## config.mk

```make
export PLATFORM = sky130hd
export DESIGN_NAME = piso_tx_flat
export DESIGN_NICKNAME = d
export VERILOG_FILES = /design/src/rtl/piso_tx_if.sv /design/src/rtl/piso_tx.sv /design/src/flat_wrapper.sv
export SDC_FILE = /design/constraint.sdc
export NUM_CORES = 1
export LEC_CHECK = 0
export CAP_MARGIN = 20
export CORE_AREA = 2 2 39 41
export CTS_CLUSTER_DIAMETER = 60
export DETAILED_ROUTE_END_ITERATION = 8
export DIE_AREA = 0 0 41 43
export SYNTH_ARGS = -nofsm -noshare
export SYNTH_HDL_FRONTEND = slang
export SYNTH_SLANG_ARGS = --single-unit
```

## constraint.sdc

```tcl
create_clock -name clk -period 3.3 [get_ports clk]
set_input_delay 0.66 -clock clk [delete_from_list [all_inputs] [get_ports clk]]
set_output_delay 0.66 -clock clk [all_outputs]
set_load 0.02 [all_outputs]
```

## src/rtl/piso_tx_if.sv

```systemverilog
// piso_tx_if: parallel word handshake plus serial output bundle for piso_tx.
interface piso_tx_if #(
  parameter int unsigned WIDTH = 4
);
  logic [WIDTH-1:0] din;
  logic             din_valid;
  logic             din_ready;
  logic             sout;
  logic             sout_valid;
  logic             done;
  logic             busy;

  modport master (
    output din, din_valid,
    input  din_ready, sout, sout_valid, done, busy
  );

  modport slave (
    input  din, din_valid,
    output din_ready, sout, sout_valid, done, busy
  );
endinterface

```

## src/rtl/piso_tx.sv

```systemverilog
// piso_tx: WIDTH-bit parallel-in/serial-out transmitter, one bit per clock, gapless streaming.
// Define PISO_TX_PARITY_EN to append an even-parity bit after the data bits.
module piso_tx #(
  parameter int unsigned WIDTH     = 4,
  parameter bit          MSB_FIRST = 1'b1
) (
  input  logic     clk,
  input  logic     rst,
  piso_tx_if.slave bus
);
  localparam int unsigned CW = $clog2(WIDTH + 1);
`ifdef PISO_TX_PARITY_EN
  localparam int unsigned FRAME = WIDTH + 1;
`else
  localparam int unsigned FRAME = WIDTH;
`endif

  typedef enum logic {IDLE, SHIFT} state_t;

  state_t           state, state_n;
  logic [WIDTH-1:0] shreg, shreg_n;
  logic [CW-1:0]    count, count_n;
  logic             last;
  logic             accept;
  logic             data_bit;
`ifdef PISO_TX_PARITY_EN
  logic             par, par_n;
`endif

  assign last          = (count == '0);
  assign bus.din_ready = !rst && ((state == IDLE) || ((state == SHIFT) && last));
  assign accept        = bus.din_valid && bus.din_ready;
  assign data_bit      = MSB_FIRST ? shreg[WIDTH-1] : shreg[0];

  assign bus.busy       = (state == SHIFT);
  assign bus.sout_valid = (state == SHIFT);
  assign bus.done       = (state == SHIFT) && last;
`ifdef PISO_TX_PARITY_EN
  // Parity bit goes out on the final count, after all data bits have left the register.
  assign bus.sout = (state == SHIFT) && (last ? par : data_bit);
`else
  assign bus.sout = (state == SHIFT) && data_bit;
`endif

  // Next-state: load on accept (also on the last-bit cycle for gapless reload), else shift.
  always_comb begin
    state_n = state;
    shreg_n = shreg;
    count_n = count;
`ifdef PISO_TX_PARITY_EN
    par_n   = par;
`endif
    if (accept) begin
      state_n = SHIFT;
      shreg_n = bus.din;
      count_n = CW'(FRAME - 1);
`ifdef PISO_TX_PARITY_EN
      par_n   = ^bus.din;
`endif
    end else if (state == SHIFT) begin
      if (MSB_FIRST) shreg_n = {shreg[WIDTH-2:0], 1'b0};
      else           shreg_n = {1'b0, shreg[WIDTH-1:1]};
      if (last) state_n = IDLE;
      else      count_n = count - CW'(1);
    end
  end

  always_ff @(posedge clk) begin
    if (rst) begin
      state <= IDLE;
      shreg <= '0;
      count <= '0;
`ifdef PISO_TX_PARITY_EN
      par   <= 1'b0;
`endif
    end else begin
      state <= state_n;
      shreg <= shreg_n;
      count <= count_n;
`ifdef PISO_TX_PARITY_EN
      par   <= par_n;
`endif
    end
  end
endmodule

```

## src/flat_wrapper.sv

```systemverilog
// flat-port wrapper written by rule: the top's interface ports become plain ports
module piso_tx_flat 
#(
  parameter int unsigned WIDTH     = 4,
  parameter bit          MSB_FIRST = 1'b1
)
  (clk, rst, bus_din, bus_din_valid, bus_din_ready, bus_sout, bus_sout_valid, bus_done, bus_busy);
  piso_tx_if #(.WIDTH(WIDTH)) bus_i ();
  input  logic clk;
  input  logic rst;
  input wire logic [$bits(bus_i.din)-1:0] bus_din;
  input wire logic [$bits(bus_i.din_valid)-1:0] bus_din_valid;
  output wire logic [$bits(bus_i.din_ready)-1:0] bus_din_ready;
  output wire logic [$bits(bus_i.sout)-1:0] bus_sout;
  output wire logic [$bits(bus_i.sout_valid)-1:0] bus_sout_valid;
  output wire logic [$bits(bus_i.done)-1:0] bus_done;
  output wire logic [$bits(bus_i.busy)-1:0] bus_busy;
  assign bus_i.din = bus_din;
  assign bus_i.din_valid = bus_din_valid;
  assign bus_din_ready = bus_i.din_ready;
  assign bus_sout = bus_i.sout;
  assign bus_sout_valid = bus_i.sout_valid;
  assign bus_done = bus_i.done;
  assign bus_busy = bus_i.busy;
  piso_tx #(.WIDTH(WIDTH), .MSB_FIRST(MSB_FIRST)) u_core (.clk(clk), .rst(rst), .bus(bus_i));
endmodule
```

==> flow_metrics.env, run 1 <==
export IMPL_outcome="finished clean"
export IMPL_yosys_most_used_dff="dfxtp_1"
export IMPL_dieArea_sq_um=1763
export IMPL_start_kind="primary input"
export IMPL_setup_viol=0
export IMPL_fin_skew_ns=0.001105
export IMPL_pre_cts_ws_ns=0.7684
export IMPL_yosys_warnings=0
export IMPL_hold_violations=0
export IMPL_critPathArrivalTime_ns=1.88
export IMPL_numCtsBuffers=3
export IMPL_wl_met3_microns=30
export IMPL_hpwlAfterDp_microns=681.2
export IMPL_wl_microns=905
export IMPL_synth_async_reset_ratio_pct=0
export IMPL_grt_pass1_vias=371
export IMPL_rsz0062_at_grt="no"
export IMPL_critical_path_max_stage_delay_ns=0.62
export IMPL_fin_crit_sh_pct=76.89
export IMPL_fp_dieH_microns=43
export IMPL_synth_nets=59
export IMPL_synth_edff_count=0
export IMPL_area_delta_synth_final_pct=28.42
export IMPL_finalSetupTns_ns=0
export IMPL_io_pins=12
export IMPL_ys_seq_area_share_pct=34.32
export IMPL_antenna_found_initial=0
export IMPL_crit_slowest_cell="clkdlybuf4s50_1"
export IMPL_cpMostUsedCell="clkdlybuf4s50_1"
export IMPL_drv_slew=0
export IMPL_drt_met1_wl_microns=409
export IMPL_critPathMaxFanout=2
export IMPL_slew_headroom_pct=71.09
export IMPL_grt_pass1_wl_microns=1504
export IMPL_ys_types=21
export IMPL_synth_compound_area_share_pct=27.88
export IMPL_leakage_nw=0.2345
export IMPL_cts_setup_buffers=0
export IMPL_fin_ws_ns=0.7627
export IMPL_synth_top_family_by_area="compound AO/OA/AOI/OAI gates"
export IMPL_critical_path_cell_chain="clkdlybuf4s50_1, a21oi_1, clkdlybuf4s50_1"
export IMPL_gr_total_overflow=0
export IMPL_top_layer="met4"
export IMPL_portBuffers=11
export IMPL_ys_ff_latch=8
export IMPL_cts_tree="done"
export IMPL_synth_simple_area_share_pct=14.75
export IMPL_cts_hold_buf=0
export IMPL_cts_buffer_depth=2
export IMPL_grt_max_degree=13
export IMPL_drv_cap=0
export IMPL_peakVddDrop_uv=182.9
export IMPL_syn_area_sq_um=466.7
export IMPL_tightest_slew_ns=0.4331
export IMPL_antenna_left=0
export IMPL_fin_hold_ws_ns=0.4601
export IMPL_vias_per_cell=5.143
export IMPL_hold_class="reg2reg"
export IMPL_cts_max_level=1
export IMPL_cp_top_family="buffers and inverters"
export IMPL_fmax_ghz=0.3941
export IMPL_synth_area_top_cells="dfxtp_1 34%, mux2i_1 8.6%, a211oi_2 8.0%"
export IMPL_synth_fa_ha_area_share_pct=5.362
export IMPL_num_rows=14
export IMPL_critPathRequiredTime_ns=2.64
export IMPL_power_density_nw_per_um2=426.7
export IMPL_wl_per_cell_microns=11.75
export IMPL_synthMuxAreaShare_pct=8.579
export IMPL_num_vias=396
export IMPL_finalCriticalPeriod_ns=2.537
export IMPL_synth_xor_area_share_pct=0
export IMPL_antennaDiodeCount=0
export IMPL_drive_gt1_share_pct=16.39
export IMPL_wl_met2_microns=452
export IMPL_end_kind="output port"
export IMPL_synth_most_common_cell="dfxtp_1"
export IMPL_core_area_sq_um=1384
export IMPL_critPathBufInv=2
export IMPL_synth_cells=50
export IMPL_avgSynthCellArea_sq_um=9.334
export IMPL_root_buffer="clkbuf_4"
export IMPL_post_route_drc_count=0
export IMPL_numClockSinks=8
export IMPL_clock_latency_ns=0.25
export IMPL_drt_iter0_drc=1
export IMPL_cts_resized=0
export IMPL_synth_top_area_cell="dfxtp_1"
export IMPL_num_nets_final=72
export IMPL_cts_clk_slew_worst_paths_ns=0.05
export IMPL_grt_total_usage_pct=12.82
export IMPL_worstSetupPathType="in2out"
export IMPL_die_w_microns=41
export IMPL_place_congestion=0.6844
export IMPL_synth_common_cells="8 x dfxtp_1, 7 x a21oi_1, 5 x nor2_1"
export IMPL_first_pass_iters=2
export IMPL_yosys_area_top_type_share_pct=34.32
export IMPL_start_util_pct=33.73
## stage by stage
| stage | instance area [sq um] | util, % | total power [mW] | instances |
|---|---|---|---|---|
| 6_report | 599.3 | 43.31 | 0.2557 | 77 |
| 5_1_grt | 599.3 | 43.31 | 0.2701 | 77 |
| 4_1_cts | 599.3 | 43.31 | 0.2583 | 77 |
| 3_5_place_dp | 576.8 | 41.68 | 0.1826 | 74 |
| 3_3_place_gp | 576.8 | 41.68 | 0.1814 | 74 |
| 2_1_floorplan | 466.7 | - | 0.1631 | 50 |
## worst register-to-register path, cell delays in order (launching register included)
cell      delay, ns
dfxtp_1        0.58
buf_4          0.26
mux2i_1        0.23
a211oi_2       0.09
## placed cells by master, fill, tap and decap left out, types with 2 or more instances in the layout
cell type | synthesis | routed
mux2i_1 | 4 | 4
nor2_1 | 5 | 5
ha_1 | 2 | 2
buf_4 | 2 | 2
nand2b_1 | 3 | 3
clkbuf_4 | 0 | 3
a21oi_1 | 7 | 7
dfxtp_1 | 8 | 8
nand2_1 | 3 | 3
a211oi_2 | 3 | 3
inv_1 | 2 | 2
clkdlybuf4s50_1 | 0 | 11
## cells by family after synthesis
| kind of cell | after synthesis |
|---|---|
| AO/OA/AOI/OAI | 16 |
| AND/OR/NAND/NOR | 13 |
| flip-flops | 8 |
| buffers and inverters | 7 |
| multiplexers | 4 |
| adder cells (fa/ha/maj) | 2 |
## power breakdown
| group | internal (mW) | switching, mW |
|---|---|---|
| sequential | 0.105 | 0.00692 |
| combinational | 0.0342 | 0.0337 |
| clock | 0.0417 | 0.0342 |
| total | 0.181 | 0.0749 |
## cell type report
cell class                 count  area, sq um
clock buffer                   3        22.52
fill                         149        784.5
multi-input combinational     35        264.0
sequential                     8        160.2
tap                           16        20.02
inverter                       2        7.507
timing repair buffer          13        125.1
## flip-flops by register name, indices dropped and copies added, names as in the netlist
name,cells
u_core.shreg,4
u_core.count,3
u_core.bus.busy,1
## worst paths after layout
path / from / endpoint / slack [ns] / cells past startpoint
worst max-delay path: rst / bus_din_ready / 0.76 / 3
worst min-delay path: u_core.shreg[0] / u_core.shreg[0] / 0.46 / 2
worst max register to register: u_core.bus.busy / u_core.shreg[2] / 2.03 / 3
worst min register to register: u_core.shreg[0] / u_core.shreg[0] / 0.46 / 2
## metal layers
| layer | GRT usage [%] | vias to the layer above |
|---|---|---|
| li1 | - | 200 |
| met1 | 15.36 | 187 |
| met2 | 19.38 | 7 |
| met3 | 4.712 | 2 |
| met4 | 6.000 | 0 |
| met5 | 0 | - |
Note: power is estimated with default switching activity, not from simulation.
==> run 2, diff against run 1 <==
==> constraint.sdc (replaced) <==
create_clock -name clk -period 2.22 [get_ports clk]
set_input_delay 0.444 -clock clk [delete_from_list [all_inputs] [get_ports clk]]
set_output_delay 0.444 -clock clk [all_outputs]
set_load 0.02 [all_outputs]
==> flow_metrics.env, run 2 (same netlist as run 1, synthesis figures left out) <==
export IMPL_wl_per_cell_microns=11.10
export IMPL_mostFrequentLayoutCells="9 x clkdlybuf4s50_1, 8 x dfxtp_1, 7 x a21oi_1"
export IMPL_instances_no_fill=78
export IMPL_first_pass_iters=4
export IMPL_leakage_nw=0.2579
export IMPL_grt_total_usage_pct=12.68
export IMPL_critPathBufInv=2
export IMPL_grt_pass1_vias=320
export IMPL_portBuffers=11
export IMPL_holdPathEnd="u_core.shreg[0]"
export IMPL_p_int_uw=269.4
export IMPL_drt_iter0_drc=2
export IMPL_grt_pass1_wl_microns=1407
export IMPL_setup_viol=0
export IMPL_hpwlAfterDp_microns=648
export IMPL_start_util_pct=33.73
export IMPL_rsz0062_at_grt="no"
export IMPL_cts_buffer_depth=2
export IMPL_finalSetupTns_ns=0
export IMPL_slew_headroom_pct=77.56
export IMPL_critPathMaxFanout=10
export IMPL_p_sw_share_pct=29.54
export IMPL_crit_slowest_cell="dlygate4sd2_1"
export IMPL_fin_crit_sh_pct=87.81
export IMPL_r2r_start="u_core.count[0]"
export IMPL_io_pins=12
export IMPL_die_w_microns=41
export IMPL_start_kind="flop"
export IMPL_p_seq_share_pct=42.8
export IMPL_place_congestion=0.7456
export IMPL_finalCriticalPeriod_ns=1.949
export IMPL_fillers=154
export IMPL_rr_worst_depth=5
export IMPL_gr_total_overflow=0
export IMPL_pwr_share_comb_pct=27.0
export IMPL_grt_busiest_layer="met2"
export IMPL_dpl_cell_count=75
export IMPL_clock_latency_ns=0.26
export IMPL_outcome="finished clean"
export IMPL_area_delta_synth_final_pct=30.29
export IMPL_critPathRequiredTime_ns=1.78
export IMPL_met2_usage_pct=17.19
export IMPL_critical_path_cell_chain="inv_1, ha_1, nand2b_4, a21oi_1, dlygate4sd2_1"
export IMPL_design_area_sq_um=608.1
export IMPL_power_density_nw_per_um2=628.8
export IMPL_vias_per_cell=4.885
export IMPL_cts_max_level=1
export IMPL_largest_register="u_core.shreg"
export IMPL_antennaDiodeCount=0
export IMPL_cts_setup_buffers=0
export IMPL_use_met1_pct=16.18
export IMPL_r2r_setup_slack_ns=0.97
export IMPL_num_rows=14
export IMPL_fp_dieH_microns=43
export IMPL_use_met3_pct=4.712
export IMPL_worstHoldStart="u_core.shreg[0]"
export IMPL_hold_violations=0
export IMPL_drv_cap=0
export IMPL_switchingPower_uw=113.0
export IMPL_drive_gt1_share_pct=17.74
export IMPL_core_area_sq_um=1384
export IMPL_numClockSinks=8
export IMPL_antenna_left=0
export IMPL_antenna_found_initial=0
export IMPL_grt_max_degree=11
export IMPL_end_kind="output port"
export IMPL_cts_tree="done"
export IMPL_fmax_ghz=0.5130
export IMPL_cp_top_family="buffers and inverters"
export IMPL_root_buffer="clkbuf_4"
export IMPL_holdPathStages=2
export IMPL_critical_path_max_stage_delay_ns=0.34
export IMPL_tightest_slew_ns=0.3355
export IMPL_placed_area_sq_um=584.3
export IMPL_drv_slew=0
export IMPL_post_route_drc_count=0
export IMPL_clockPowerShare_pct=30.2
export IMPL_dieArea_sq_um=1763
export IMPL_numCtsBuffers=3
export IMPL_critPathArrivalTime_ns=1.51
export IMPL_worstSetupPathType="reg2out"
export IMPL_final_common_cell="clkdlybuf4s50_1"
export IMPL_cts_clk_slew_worst_paths_ns=0.05
export IMPL_peakVddDrop_uv=333.1
export IMPL_num_nets_final=73
export IMPL_hold_class="reg2reg"
export IMPL_num_vias=381
export IMPL_largest_reg_flops=4
export IMPL_fin_skew_ns=0.0005579
export IMPL_r2r_end="u_core.shreg[2]"
export IMPL_wl_microns=866
run 2: changes by cell type in the layout (fill, tap and decap cells not counted), sizes merged:
cell	delta
buf	+1
clkdlybuf4s50	-2
dlymetal6s2s	+1
dlygate4sd2	+1
run 2: power groups by stage:
stage	logic, mW	registers (mW)	clock network, mW
5_1_grt	0.117	0.165	0.130
4_1_cts	0.105	0.164	0.118
2_1_floorplan	0.0769	0.166	0
3_3_place_gp	0.104	0.167	0
3_5_place_dp	0.106	0.167	0
6_report	0.103	0.164	0.115
run 2: tightest hold or removal path, cell delays in order (launching register included):
cell	delay, ns
dfxtp_1	0.31
nand2_1	0.05
a21oi_1	0.05
run 2: worst max-delay path by stage:
stage                               start       endpoint  slack (ns)  cells after the start
after floorplan           u_core.bus.busy       bus_done        0.57                      4
after global placement                rst  bus_din_ready        0.14                      3
after detailed placement              rst  bus_din_ready        0.13                      3
after CTS                 u_core.count[0]       bus_done        0.12                      5
after global routing      u_core.count[0]  bus_din_ready        0.14                      5
final                     u_core.count[0]  bus_din_ready        0.27                      5
run 2: timing repair:
item / 4_1_cts / 5_1_grt
gates resized for setup: 1 / 1
pin swaps: 0 / 0
hold buffers: 0 / 0
hold endpoints to repair: 0 / 0
endpoints found under the setup margin: 1 / 1
run 2: per-stage QoR:
| step | hold WS, ns | utilization, % | power [mW] | worst slack [ns] |
|---|---|---|---|---|
| global placement | 0.4482 | 42.22 | 0.2710 | 0.1356 |
| floorplan | 0.4315 | - | 0.2425 | 0.5734 |
| global route | 0.5037 | 43.94 | 0.4122 | 0.1403 |
| finish | 0.4578 | 43.94 | 0.3824 | 0.2706 |
| detailed placement | 0.4551 | 42.22 | 0.2727 | 0.1348 |
| CTS | 0.4628 | 43.76 | 0.3864 | 0.1152 |
run 2: metal layers:
| metal | routed length [microns] | vias up |
|---|---|---|
| li1 | - | 201 |
| met5 | 0 | - |
| met2 | 402 | 7 |
| met3 | 35 | 2 |
| met4 | 25 | 0 |
| met1 | 402 | 171 |
run 2: final cells by class:
| class | instances | area (sq um) | area share (%) |
|---|---|---|---|
| timing repair buffer | 14 | 133.9 | 22.02 |
| clock buffer | 3 | 22.52 | 3.704 |
| tap | 16 | 20.02 | 3.292 |
| inverter | 2 | 7.507 | 1.235 |
| sequential | 8 | 160.2 | 26.34 |
| multi-input combinational | 35 | 264.0 | 43.42 |
